**config.mk**
```make
export PLATFORM = sky130hd
export DESIGN_NAME = serial_adder_ctrl
export DESIGN_NICKNAME = d
export VERILOG_FILES = /design/src/rtl/serial_adder_ctrl.sv
export SDC_FILE = /design/constraint.sdc
export NUM_CORES = 1
export LEC_CHECK = 0
export ABC_CLOCK_PERIOD_IN_PS = 2700
export CAP_MARGIN = 25
export CORE_MARGIN = 3
export CORE_UTILIZATION = 40
export DETAILED_ROUTE_END_ITERATION = 8
export GPL_ROUTABILITY_DRIVEN = 1
export HOLD_SLACK_MARGIN = 0.12
export PLACE_DENSITY_LB_ADDON = 0.15
export SYNTH_ARGS = -nofsm -noshare
export SYNTH_HDL_FRONTEND = slang
export SYNTH_HIERARCHICAL = 1
export SYNTH_SLANG_ARGS = --single-unit
```
**constraint.sdc**
```tcl
create_clock -name clk -period 2.7 [get_ports clk]
set_input_delay 0.405 -clock clk [delete_from_list [all_inputs] [get_ports clk]]
set_output_delay 0.405 -clock clk [all_outputs]
set_load 0.02 [all_outputs]
```
**src/rtl/serial_adder_ctrl.sv**
```systemverilog
// Bit-serial WIDTH-bit adder: one fulladder stepped LSB first over WIDTH cycles.
// Optional SERIAL_ADDER_OVF_EN adds a registered signed-overflow flag (ovf).

module fulladder (
    input  logic A,
    input  logic B,
    input  logic Cin,
    output logic Cout,
    output logic S
);
    assign S    = A ^ B ^ Cin;
    assign Cout = (A & B) | (Cin & (A ^ B));
endmodule

module serial_adder_ctrl #(
    parameter int WIDTH = 8
) (
    input  logic             clk,
    input  logic             rst_n,
    input  logic             start,
    input  logic [WIDTH-1:0] A,
    input  logic [WIDTH-1:0] B,
    input  logic             Cin,
    output logic             busy,
    output logic             done,
    output logic [WIDTH-1:0] S,
    output logic             Cout
`ifdef SERIAL_ADDER_OVF_EN
    ,
    output logic             ovf
`endif
);
    localparam int CW = (WIDTH > 1) ? $clog2(WIDTH) : 1;

    typedef enum logic [1:0] {IDLE, RUN, DONE} state_t;

    state_t           state, next_state;
    logic [WIDTH-1:0] a_sh, b_sh, sum_sh;
    logic             carry;
    logic [CW-1:0]    cnt;
    logic             accept, last;
    logic             fa_s, fa_cout;

    fulladder u_fa (
        .A    (a_sh[0]),
        .B    (b_sh[0]),
        .Cin  (carry),
        .Cout (fa_cout),
        .S    (fa_s)
    );

    always_ff @(posedge clk or negedge rst_n) begin
        if (!rst_n) state <= IDLE;
        else        state <= next_state;
    end

    always_comb begin
        next_state = state;
        accept     = 1'b0;
        last       = 1'b0;
        case (state)
            IDLE: begin
                if (start) begin
                    accept     = 1'b1;
                    next_state = RUN;
                end
            end
            RUN: begin
                if (cnt == CW'(WIDTH - 1)) begin
                    last       = 1'b1;
                    next_state = DONE;
                end
            end
            DONE: begin
                if (start) begin
                    accept     = 1'b1;
                    next_state = RUN;
                end else begin
                    next_state = IDLE;
                end
            end
            default: next_state = IDLE;
        endcase
    end

    assign busy = (state == RUN);
    assign done = (state == DONE);

    // S/Cout only change on the completion edge, so partial sums never leak out.
    always_ff @(posedge clk or negedge rst_n) begin
        if (!rst_n) begin
            a_sh   <= '0;
            b_sh   <= '0;
            sum_sh <= '0;
            carry  <= 1'b0;
            cnt    <= '0;
            S      <= '0;
            Cout   <= 1'b0;
`ifdef SERIAL_ADDER_OVF_EN
            ovf    <= 1'b0;
`endif
        end else if (accept) begin
            a_sh  <= A;
            b_sh  <= B;
            carry <= Cin;
            cnt   <= '0;
        end else if (state == RUN) begin
            a_sh   <= a_sh >> 1;
            b_sh   <= b_sh >> 1;
            sum_sh <= {fa_s, sum_sh[WIDTH-1:1]};
            carry  <= fa_cout;
            cnt    <= cnt + CW'(1);
            if (last) begin
                S    <= {fa_s, sum_sh[WIDTH-1:1]};
                Cout <= fa_cout;
`ifdef SERIAL_ADDER_OVF_EN
                // carry still holds the carry into the MSB on the final step
                ovf  <= carry ^ fa_cout;
`endif
            end
        end
    end
endmodule

```
==> flow_metrics.tcl, run 1 <==
set metrics [dict create \
    ys_warn_count 6 \
    drt_iter0_drc 47 \
    antenna_found_initial 0 \
    synth_seq_cells 38 \
    p_leak_nw 0.937 \
    slew_violations 0 \
    pin_count 31 \
    die-width_um 70.6 \
    dr.pass1.iters 4 \
    drv_cap 0 \
    numCtsBuffers 5 \
    clkTransAtPathRegs_ns 0.08 \
    post_cts_buffers 0 \
    clkLatencyLatePin_ns 0.29 \
    cpPeakStageDelay_ns 0.67 \
    fp.coreArea_um2 3850 \
    dp_hpwl_um 2050 \
    place_area_um2 1980 \
    clock_skew_ns 0.00850 \
    drt-wirelength-per-cell_um 13.2 \
    fillers 341 \
    tightest_slew_ns 0.808 \
    grt_pass1_wl_um 5290 \
    cts_tree "built" \
    start_util_pct 43.4 \
    io_buffer_count 30 \
    hold_buffers 0 \
    multi_input_area_um2 659 \
    remaining_drc_errors 0 \
    peakVddDrop_uv 503 \
    htreeDepth 2 \
    fin_cells 223 \
    cts_root_buf "clkbuf_8" \
    grt_use_total_pct 13.5 \
    regArea_um2 951 \
    netlist_instances 146 \
    place_ws_ns 0.520 \
    cp.required_ns 2.30 \
    via_per_inst 5.16 \
    maxSlewHeadroom_pct 46.1 \
    dieArea_um2 4990 \
    cts_resized 0 \
    fin_util_pct 54.1 \
    fin_crit_ns 2.49 \
    critPathKind "register to output port" \
    path_max_fanout 23 \
    via_count 1150 \
    holdWs_ns 0.197 \
    crit_arrival_ns 2.08 \
    rsz0062_at_grt "false" \
    post-route-period-util_pct 92.2 \
    synth_area_um2 1670 \
    grt_max_degree 39 \
    status "finished clean" \
    layout.nets 197 \
    place.gp.congestion 0.744 \
    ant_nets 0 \
    tns_ns 0 \
    cts.path.max_buffers 2 \
    cts_sinks 38 \
    ys_types 24 \
    place_inst 215 \
    first_global_vias 1115 \
    ys_seq_area_share_pct 56.9 \
    hp-class "primary input to asynchronous set/reset pin" \
    total_power_mw 2.51 \
    start_kind "register" \
    syn2layout_area_growth_pct 24.7 \
    die_h_um 70.6 \
    max_freq_mhz 402 \
    routed_wirelength_um 2940 \
    avgSynthCellArea_um2 11.4 \
    antenna_cells 0 \
    final-setup-viol-count 0 \
    final_area_um2 2080 \
    rows 22 \
    grt.overflow.total 0 \
    drive_above_1_share_pct 13.1 \
    postSynthNetCount 169 \
    worst_slack_ns 0.211 \
    critical_path.cell_chain "nand2b_4, inv_4, clkdlybuf4s50_1" \
    power_density_nw_per_um2 1200 \
    crit_path_end_kind "output port" \
    finalHoldViolations 0 \
    crit_slowest_cell "clkdlybuf4s50_1" \
]
-- sequential cells by signal, indices dropped and copies added, names as in the netlist --
signal and count:
b_sh 8, state 2, sum_sh 7, S 8, Cout 1, cnt 3, carry 1, a_sh 8
-- metal layers --
layer  share of wire [%]  track usage [%]  routed length (um)
met3                 4.8             3.69                 141
met5                   0                0                   0
met1                  47             18.0                1390
met4                 1.9             6.89                  55
met2                  46             20.1                1350
-- kinds of logic (layout without fill, tap and decap cells) --
| kind of cell | Yosys count | count (layout) | share of synthesized area, % |
|---|---|---|---|
| buffers and inverters | 11 | 40 | 3.67 |
| muxes | 14 | 14 | 11.2 |
| adders and majority gates | 3 | 3 | 2.69 |
| DFF | 38 | 38 | 56.9 |
| AOI/OAI and AO/OA | 24 | 24 | 9.43 |
| and+or+nand+nor | 56 | 56 | 16.1 |
-- layout by cell type, fill, tap and decap left out, types with 2 or more instances in the layout --
cell type,instances
clkbuf_8,5
o22ai_1,12
o21ai_0,2
nand2_1,21
nor2_1,14
dfrtp_1,38
a21oi_1,3
clkinv_2,2
ha_1,2
clkdlybuf4s50_1,29
nor2b_1,4
a22o_1,4
a211oi_1,3
nor3_1,12
mux2i_1,3
mux2_2,2
mux2_4,9
-- area by class of cell --
class | instances | share of cell area, %
clock buffer | 5 | 3.30
inverter | 2 | 0.480
sequential | 38 | 45.6
tap | 48 | 2.88
clock inverter | 3 | 1.92
timing repair buffer | 30 | 14.2
multi-input combinational | 97 | 31.6
-- critical path: cells and delay by family, from the launching register on --
family	cells	cell delay, ns
buf+inv	2	0.95
flops	1	0.60
simple gates	1	0.24
-- final timing paths --
path,from,endpoint,slack (ns),cells past startpoint
min,rst_n,S[3],0.20,1
max reg2reg,state[0],S[0],1.01,4
min in group clk,sum_sh[6],sum_sh[5],0.50,2
max in group asynchronous,rst_n,a_sh[3],1.98,1
max,state[0],busy,0.21,3
min reg2reg,sum_sh[6],sum_sh[5],0.50,2
-- synthesized netlist by cell type --
| cell type | count | area, um^2 |
|---|---|---|
| a21oi_1 | 3 | 15.0 |
| inv_1 | 1 | 3.75 |
| nand2_1 | 21 | 78.8 |
| nor2b_1 | 4 | 25.0 |
| buf_2 | 8 | 40.0 |
| o22ai_1 | 12 | 75.1 |
| nand2b_4 | 1 | 13.8 |
| o21ai_0 | 2 | 10.0 |
| nand2_8 | 1 | 20.0 |
| inv_4 | 1 | 6.26 |
| dfrtp_1 | 38 | 951 |
| a22o_1 | 4 | 35.0 |
| mux2i_1 | 3 | 30.0 |
| fa_1 | 1 | 20.0 |
| buf_6 | 1 | 11.3 |
| nor2_1 | 14 | 52.6 |
| nand3_1 | 1 | 5.00 |
| ha_1 | 2 | 25.0 |
| mux2_4 | 9 | 135 |
| nor3_1 | 12 | 60.1 |
| nand2b_1 | 1 | 6.26 |
| a211oi_1 | 3 | 22.5 |
| and2b_1 | 1 | 7.51 |
| mux2_2 | 2 | 22.5 |
-- power breakdown --
part	switching [mW]	internal, mW	leakage, nW
Sequential	0.187	0.839	0.466
Combinational	0.501	0.520	0.413
Clock	0.190	0.272	0.0579
Total	0.878	1.63	0.937
No activity file was read; power rests on OpenSTA's default activity.
==> inputs of run 2 (changes only) <==
CAP_MARGIN = not set   (was 25)
SETUP_SLACK_MARGIN = 0.4   (was not set)
==> run 2 against run 1 <==
- core utilization rose by 0.065 points
- die area did not move
- cell area rose by 0.12%
- sequential share of layout area barely moved
- critical path depth did not move
- hold slack barely moved
- non-clock buffer count did not move
- total power barely moved
- first-iteration DRC count did not move
- clock-buffer cell count did not move
- critical path type unchanged
==> flow_metrics.tcl, run 2 (synthesis gave the netlist of run 1 again) <==
set metrics [dict create \
    grt_pass1_wl_um 5290 \
    layout_commonest_cell "dfrtp_1" \
    drt_iter0_drc 47 \
    max_freq_mhz 478 \
    maxSlewHeadroom_pct 46.1 \
    power_density_nw_per_um2 1200 \
    peakVddDrop_uv 497 \
    endpoint "busy" \
    post_cts_buffers 0 \
    routed_wirelength_um 2940 \
    crit_path_end_kind "output port" \
    reg2reg_from "state[1]" \
    antenna_found_initial 0 \
    ant_nets 0 \
    remaining_drc_errors 0 \
    post-route-period-util_pct 77.5 \
    place.gp.congestion 0.744 \
    cts_sinks 38 \
    final_cell_mix "dfrtp_1, clkdlybuf4s50_1, nand2_1, nor2_1" \
    die_h_um 70.6 \
    r2r-end "S[0]" \
    first_global_vias 1115 \
    pin_count 31 \
    reg2reg_setup_slack_ns 1.10 \
    layout.nets 197 \
    final-setup-viol-count 0 \
    dp_hpwl_um 2050 \
    met1_usage_pct 18.0 \
    critPathKind "register to output port" \
    clkLatencyLatePin_ns 0.29 \
    tns_ns 0 \
    grt_util_met2_pct 20.1 \
    cts_tree "built" \
    cts.path.max_buffers 2 \
    htreeDepth 2 \
    crit_arrival_ns 1.69 \
    dieArea_um2 4990 \
    fin_crit_ns 2.09 \
    reg2reg_depth 4 \
    io_buffer_count 30 \
    fin_util_pct 54.2 \
    p_leak_nw 0.937 \
    rsz0062_at_grt "false" \
    die-width_um 70.6 \
    clkTransAtPathRegs_ns 0.08 \
    syn2layout_area_growth_pct 24.9 \
    slew_violations 0 \
    grt_busiest_layer "met2" \
    start_kind "register" \
    hp-class "primary input to asynchronous set/reset pin" \
    antenna_cells 0 \
    clock_skew_ns 0.00850 \
    grt_max_degree 39 \
    numCtsBuffers 5 \
    top_regs "S: 8 flops, a_sh: 8 flops, b_sh: 8 flops" \
    drv_cap 0 \
    path_max_fanout 23 \
    start_util_pct 43.4 \
    rows 22 \
    tightest_slew_ns 0.809 \
    status "finished clean" \
    startpoint "state[1]" \
    drt-wirelength-per-cell_um 13.2 \
    grt.overflow.total 0 \
    finalHoldViolations 0 \
    grt_use_total_pct 13.5 \
    cts_root_buf "clkbuf_8" \
    dr.pass1.iters 4 \
    use_met3_pct 3.69 \
    via_count 1147 \
    via_per_inst 5.14 \
    fp.coreArea_um2 3850 \
    fillers 341 \
    drive_above_1_share_pct 13.7 \
    cp.required_ns 2.30 \
]
==> run 2: final cells by class <==
class	count	area [um^2]	area share (%)
Sequential cell	38	952	45.6
Multi-Input combinational cell	97	659	31.6
Timing Repair Buffer	30	294	14.1
Clock buffer	5	68.8	3.30
Tap cell	48	60.1	2.88
Clock inverter	3	40.0	1.92
Inverter	2	12.5	0.600
==> run 2: worst max-delay path, stage by stage, from the launching register on <==
cell and delay, ns:
dfrtp_1 0.49, nand2b_4 0.31, inv_6 0.23, dlygate4sd2_1 0.37
==> run 2: timing repair <==
action / 4_1_cts / 5_1_grt
hold buffers: 0 / 0
resized for setup: 3 / 0
endpoints found under the setup margin: 1 / 0
==> run 2: metrics by stage <==
step / std cells / total power, mW / hold WS [ns] / cell area, um^2 / setup WS, ns
2_1_floorplan: 146 / 1.77 / 0.109 / 1670 / 1.35
3_3_place_gp: 215 / 2.04 / 0.462 / 1980 / 0.586
3_5_place_dp: 215 / 2.08 / 0.491 / 1980 / 0.520
4_1_cts: 223 / 2.54 / 0.233 / 2090 / 0.592
5_1_grt: 223 / 2.72 / 0.271 / 2090 / 0.512
6_report: 223 / 2.51 / 0.197 / 2090 / 0.608
==> run 2: how the worst min path moves through the flow <==
| stage | start | cells after the start | slack [ns] | endpoint |
|---|---|---|---|---|
| floorplan | rst_n | 0 | 0.11 | Cout |
| global placement | sum_sh[1] | 2 | 0.46 | sum_sh[1] |
| detailed placement | b_sh[7] | 1 | 0.49 | b_sh[7] |
| CTS | rst_n | 1 | 0.23 | S[2] |
| global route | rst_n | 1 | 0.27 | S[2] |
| finish | rst_n | 1 | 0.20 | S[3] |
==> run 2: routing by layer <==
metal  part of all wire (%)  wire, um
met1                     47      1390
met2                     46      1360
met3                    4.7       137
met4                    1.9        55
met5                      0         0
==> run 2: power breakdown <==
part           leakage (nW)  switching [mW]  total [mW]  internal, mW
combinational         0.414           0.503        1.02         0.517
clock                0.0579           0.190       0.461         0.272
sequential            0.465           0.187        1.03         0.840
==> variant 1: new RTL, settings of run 2 <==
The option `SERIAL_ADDER_OVF_EN` is turned on by a define.
--- a/src/rtl/serial_adder_ctrl.sv
+++ b/src/rtl/serial_adder_ctrl.sv
@@ -1,5 +1,7 @@
 // Bit-serial WIDTH-bit adder: one fulladder stepped LSB first over WIDTH cycles.
 // Optional SERIAL_ADDER_OVF_EN adds a registered signed-overflow flag (ovf).
+
+`define SERIAL_ADDER_OVF_EN
 
 module fulladder (
     input  logic A,
Check against the original RTL (old outputs only; new: ovf): equivalent (equiv_simple and equiv_induct, registers matched by name and starting in step).
==> variant 1 against run 2 <==
- maximum frequency down 3.9%
- via count up 5.2%
- global-route usage up 0.62 points
- routed wire length up 12%
- sequential cell count up 1
- synthesized area up 3.2%
- non-clock buffer count up 2
- setup slack worse by 0.085 ns
- first-iteration DRC count up 6.4%
- synthesized cell count up 3.4%
- clock power down 18%
- power up 0.31%
- design area up 1.9%
- worst hold slack better by 0.012 ns
==> variant 1: results (changes against run 2) <==
metric;value;unit;change
DR DRC count;0;;unchanged
total CTS buffers;5;;unchanged
DR WL/cell;14.2;um;+7.5%
pre-CTS setup slack;0.670;ns;+0.150 ns
clk_skew;0.00517;ns;-0.00333 ns
post-synthesis cell type count;25;;+4.2%
clk buf depth;2;;unchanged
Clock Latency Late Sink;0.29;ns;about the same
largest net degree at the start of global routing;40;;+2.6%
Hold Crit Class;primary input to async pin;;
synth warn;6;;unchanged
commonest cells in the netlist;dfrtp_1, nand2_1, nor2_1;;
# Post-CTS Setup Buffers;0;;unchanged
IR drop worst, VDD;0.000496;V;-0.22%
CTS root buf;clkbuf_8;;
Nets;204;;+3.6%
first-pass GRT wire length;5590;um;+5.6%
CP max stage delay;0.62;ns;+0.13 ns
register area share after synthesis;56.6;%;-0.32 points
DR pass1 iterations;5;;+1
Reg2Reg Depth;4;;unchanged
# port buffers;31;;+3.3%
ys async rst share;100;%;unchanged
Post-DP Area;2030;um2;+2.9%
WP data arrival;1.77;ns;+0.08 ns
initial antenna violation count;0;;unchanged
clk slew on worst S/H paths;0.07;ns;
Synth area leaders;dfrtp_1, mux2_4, nand2_1, o22ai_1, nor3_1;;
Max Slew Vio Count;0;;unchanged
vias;1207;;+5.2%
crit path max-delay cell type;clkdlybuf4s50_1;;
H-tree Lvls;2;;unchanged
area grow syn2layout;23.3;%;
Worst Max-Slew Pin Slew;0.837;ns;+0.0285 ns
Antenna diodes;0;;unchanged
layout cell share with drive strength beyond 1;14.8;%;+1.1 points
gp weighted congestion;0.724;;-2.7%
Global Route Usage Sum;14.1;%;+0.62 points
syn nets;174;;+3.0%
initial DRC count;50;;+6.4%
worst-path maximum fanout;12;;-48%
hpwl dp;2260;um;+11%
kind of cell adding the most delay to the critical path;buffers and inverters;;
largest registers;S: 8 flops, a_sh: 8 flops, b_sh: 8 flops;;
status;completed;;
leakage;0.956;nW;+2.1%
variant 1: metrics by stage:
stage          std cells  util, %
4_1_cts              231     51.8
3_3_place_gp         223     49.8
3_5_place_dp         223     49.8
2_1_floorplan        151        -
5_1_grt              232     52.1
6_report             232     52.1
variant 1: layer usage:
layer  part of all wire (%)  global-route usage [%]  vias up
met3                    4.6                    5.61        6
met4                    1.5                    5.64        0
li1                       -                       -      586
met2                     50                    22.7       28
met5                      0                       0        -
met1                     44                    16.9      587
variant 1: cell type report:
type	instances	area (um2)
clock inverters	3	15.0
clock buffers	5	68.8
inverters	2	7.51
flip-flops and latches	39	977
fillers	375	1960
repair buffers	32	313
well taps	50	62.6
multi-input cells	101	683
variant 1: repair_timing:
| item | 4_1_cts | 5_1_grt |
|---|---|---|
| cloned | 0 | 1 |
| gates resized for setup | 1 | 0 |
| hold buffers | 0 | 0 |
| endpoints found under the setup margin | 1 | 1 |
variant 1: cells by family after synthesis:
group / count (synthesis) / synth area share [%]
compound gates: 25 / 9.43
xor+xnor: 1 / 0.508
fa+ha+maj: 3 / 2.61
buf+inv: 12 / 4.35
flops: 39 / 56.6
mux: 14 / 10.4
simple gates: 57 / 16.1
variant 1: final timing paths:
path                          start       end  slack [ns]
max in group asynchronous     rst_n  state[0]        1.91
hold reg to reg                 ovf       ovf        0.50
setup / recovery           state[1]      busy        0.52
hold / removal                rst_n      S[2]        0.21
min in group clk                ovf       ovf        0.50
setup reg to reg             cnt[0]      S[7]        1.17
variant 1: power breakdown:
part	internal (mW)	leakage (nW)	switching, mW
logic	0.553	0.431	0.517
registers	0.861	0.478	0.210
clock network	0.177	0.0477	0.200
==> variant 2: new RTL, config.mk and constraints of run 2 <==
Without the edit above. Add an input register stage for `start`, `A`, `B` and `Cin`, without a reset; this delays them by one clock.
--- a/src/rtl/serial_adder_ctrl.sv
+++ b/src/rtl/serial_adder_ctrl.sv
@@ -34,6 +34,18 @@
 
     typedef enum logic [1:0] {IDLE, RUN, DONE} state_t;
 
+    logic start_q;
+    logic [WIDTH-1:0] A_q;
+    logic [WIDTH-1:0] B_q;
+    logic Cin_q;
+
+    always_ff @(posedge clk) begin
+        start_q <= start;
+        A_q     <= A;
+        B_q     <= B;
+        Cin_q   <= Cin;
+    end
+
     state_t           state, next_state;
     logic [WIDTH-1:0] a_sh, b_sh, sum_sh;
     logic             carry;
@@ -60,7 +72,7 @@
         last       = 1'b0;
         case (state)
             IDLE: begin
-                if (start) begin
+                if (start_q) begin
                     accept     = 1'b1;
                     next_state = RUN;
                 end
@@ -72,7 +84,7 @@
                 end
             end
             DONE: begin
-                if (start) begin
+                if (start_q) begin
                     accept     = 1'b1;
                     next_state = RUN;
                 end else begin
@@ -100,9 +112,9 @@
             ovf    <= 1'b0;
 `endif
         end else if (accept) begin
-            a_sh  <= A;
-            b_sh  <= B;
-            carry <= Cin;
+            a_sh  <= A_q;
+            b_sh  <= B_q;
+            carry <= Cin_q;
             cnt   <= '0;
         end else if (state == RUN) begin
             a_sh   <= a_sh >> 1;
Behaviour: not the same (Yosys sat finds a counterexample within 4 cycles, from zero or initial values and one cycle with rst_n low).
==> variant 2 against run 2 <==
- count of clock-buffer cells in the layout rose by 1
- non-clock buffer count rose by 3
- design area rose by 27%
- worst hold slack improved by 0.0048 ns
- setup slack got worse by 0.10 ns
- via count rose by 5.7%
- clock skew fell by 0.0031 ns
- core utilization fell by 3.7 points
- power rose by 10%
- synthesized area rose by 34%
- sequential cell count rose by 18
- routed wire length rose by 17%
- maximum frequency fell by 4.7%
- largest power group unchanged
- highest routed layer unchanged
==> variant 2: results (changes against run 2) <==
metric;value;unit;change
FF-to-FF setup slack;0.83;ns;-0.27 ns
FF-to-FF End;S[5];;
R2R Path Start;state[0];;
non-filler cells, final;251;;+13%
status;completed;;
mux cell area share after synthesis;31.5;%;+20 points
CP max stage delay;0.61;ns;+0.12 ns
Pint;1.90;mW;+17%
Post-DP Area;2560;um2;+30%
fillers;459;;+35%
gp weighted congestion;0.679;;-8.7%
commonest cells in the netlist;mux2i_1, dfrtp_1, dfxtp_1;;
Nets;203;;+3.0%
first-pass GRT wire length;5810;um;+9.8%
Placed Cells;243;;+13%
Comb power frac;36.3;%;-4.3 points
Min Hold Slack;0.202;ns;+0.00479 ns
XOR/XNOR share of the synthesized area;0.390;%;+0.39 points
CP endpoint;done;;
DR WL/cell;13.7;um;+4.1%
register area share after synthesis;58.4;%;+1.5 points
adder-cell share of the synthesized area;2.01;%;-0.69 points
Global Route Usage Sum;11.8;%;-1.7 points
initial DRC count;44;;-6.4%
post-cts resize count;0;;-3
syn nets;172;;+1.8%
hpwl dp;2350;um;+15%
post-synthesis cell type count;21;;-13%
Synth area leaders;dfrtp_1, mux2i_1, dfxtp_1, mux2_4, mux2_2;;
ys async rst share;67.9;%;-32 points
Reg2Reg Depth;3;;-1
switch share;31.2;%;-3.8 points
fraction of the mapped netlist area in compound gates;1.89;%;-7.5 points
sequential cell power;1.30;mW;+26%
IR drop worst, VDD;0.000436;V;-12%
Worst Max-Slew Pin Slew;0.865;ns;+0.0563 ns
crit path max-delay cell type;clkdlybuf4s50_1;;
period utilization;81.3;%;+3.8 points
number of global-route vias before repair;1235;;+11%
Mapped Cells;149;;+2.1%
clk slew on worst S/H paths;0.09;ns;
WP data arrival;1.79;ns;+0.10 ns
worst-path maximum fanout;22;;-4.3%
layout cell share with drive strength beyond 1;16.6;%;+2.9 points
variant 2: cell types whose count changed in the layout (fill, tap and decap cells not counted), moves of 2 or more:
cell	change
nor3_1	-12
inv_1	+2
buf_4	+3
mux2i_1	+44
a211oi_1	-3
mux2_2	+7
a21oi_1	-3
o22ai_1	-11
nor2b_1	-3
nor2_1	-13
dfxtp_1	+18
nand2_1	-21
variant 2: final cells by class:
class / instances / area share (%)
well taps: 70 / 3.30
multi-input cells: 81 / 31.5
flip-flops and latches: 56 / 49.3
inverters: 3 / 0.424
clock inverters: 2 / 0.377
clock buffers: 6 / 3.11
repair buffers: 33 / 12.0
variant 2: layer usage:
metal	global-route usage, %	wire length [um]	share of wire, %	vias up
met5	0	0	0	-
met4	5.07	60	1.7	0
met3	3.88	171	5.0	4
met2	18.9	1620	47	28
met1	14.4	1600	46	596
li1	-	-	-	584
variant 2: critical path, delay by kind of cell, from the launching register on:
family | cells | cell delay (ns)
flops | 1 | 0.35
buf+inv | 2 | 0.93
simple gates | 1 | 0.20
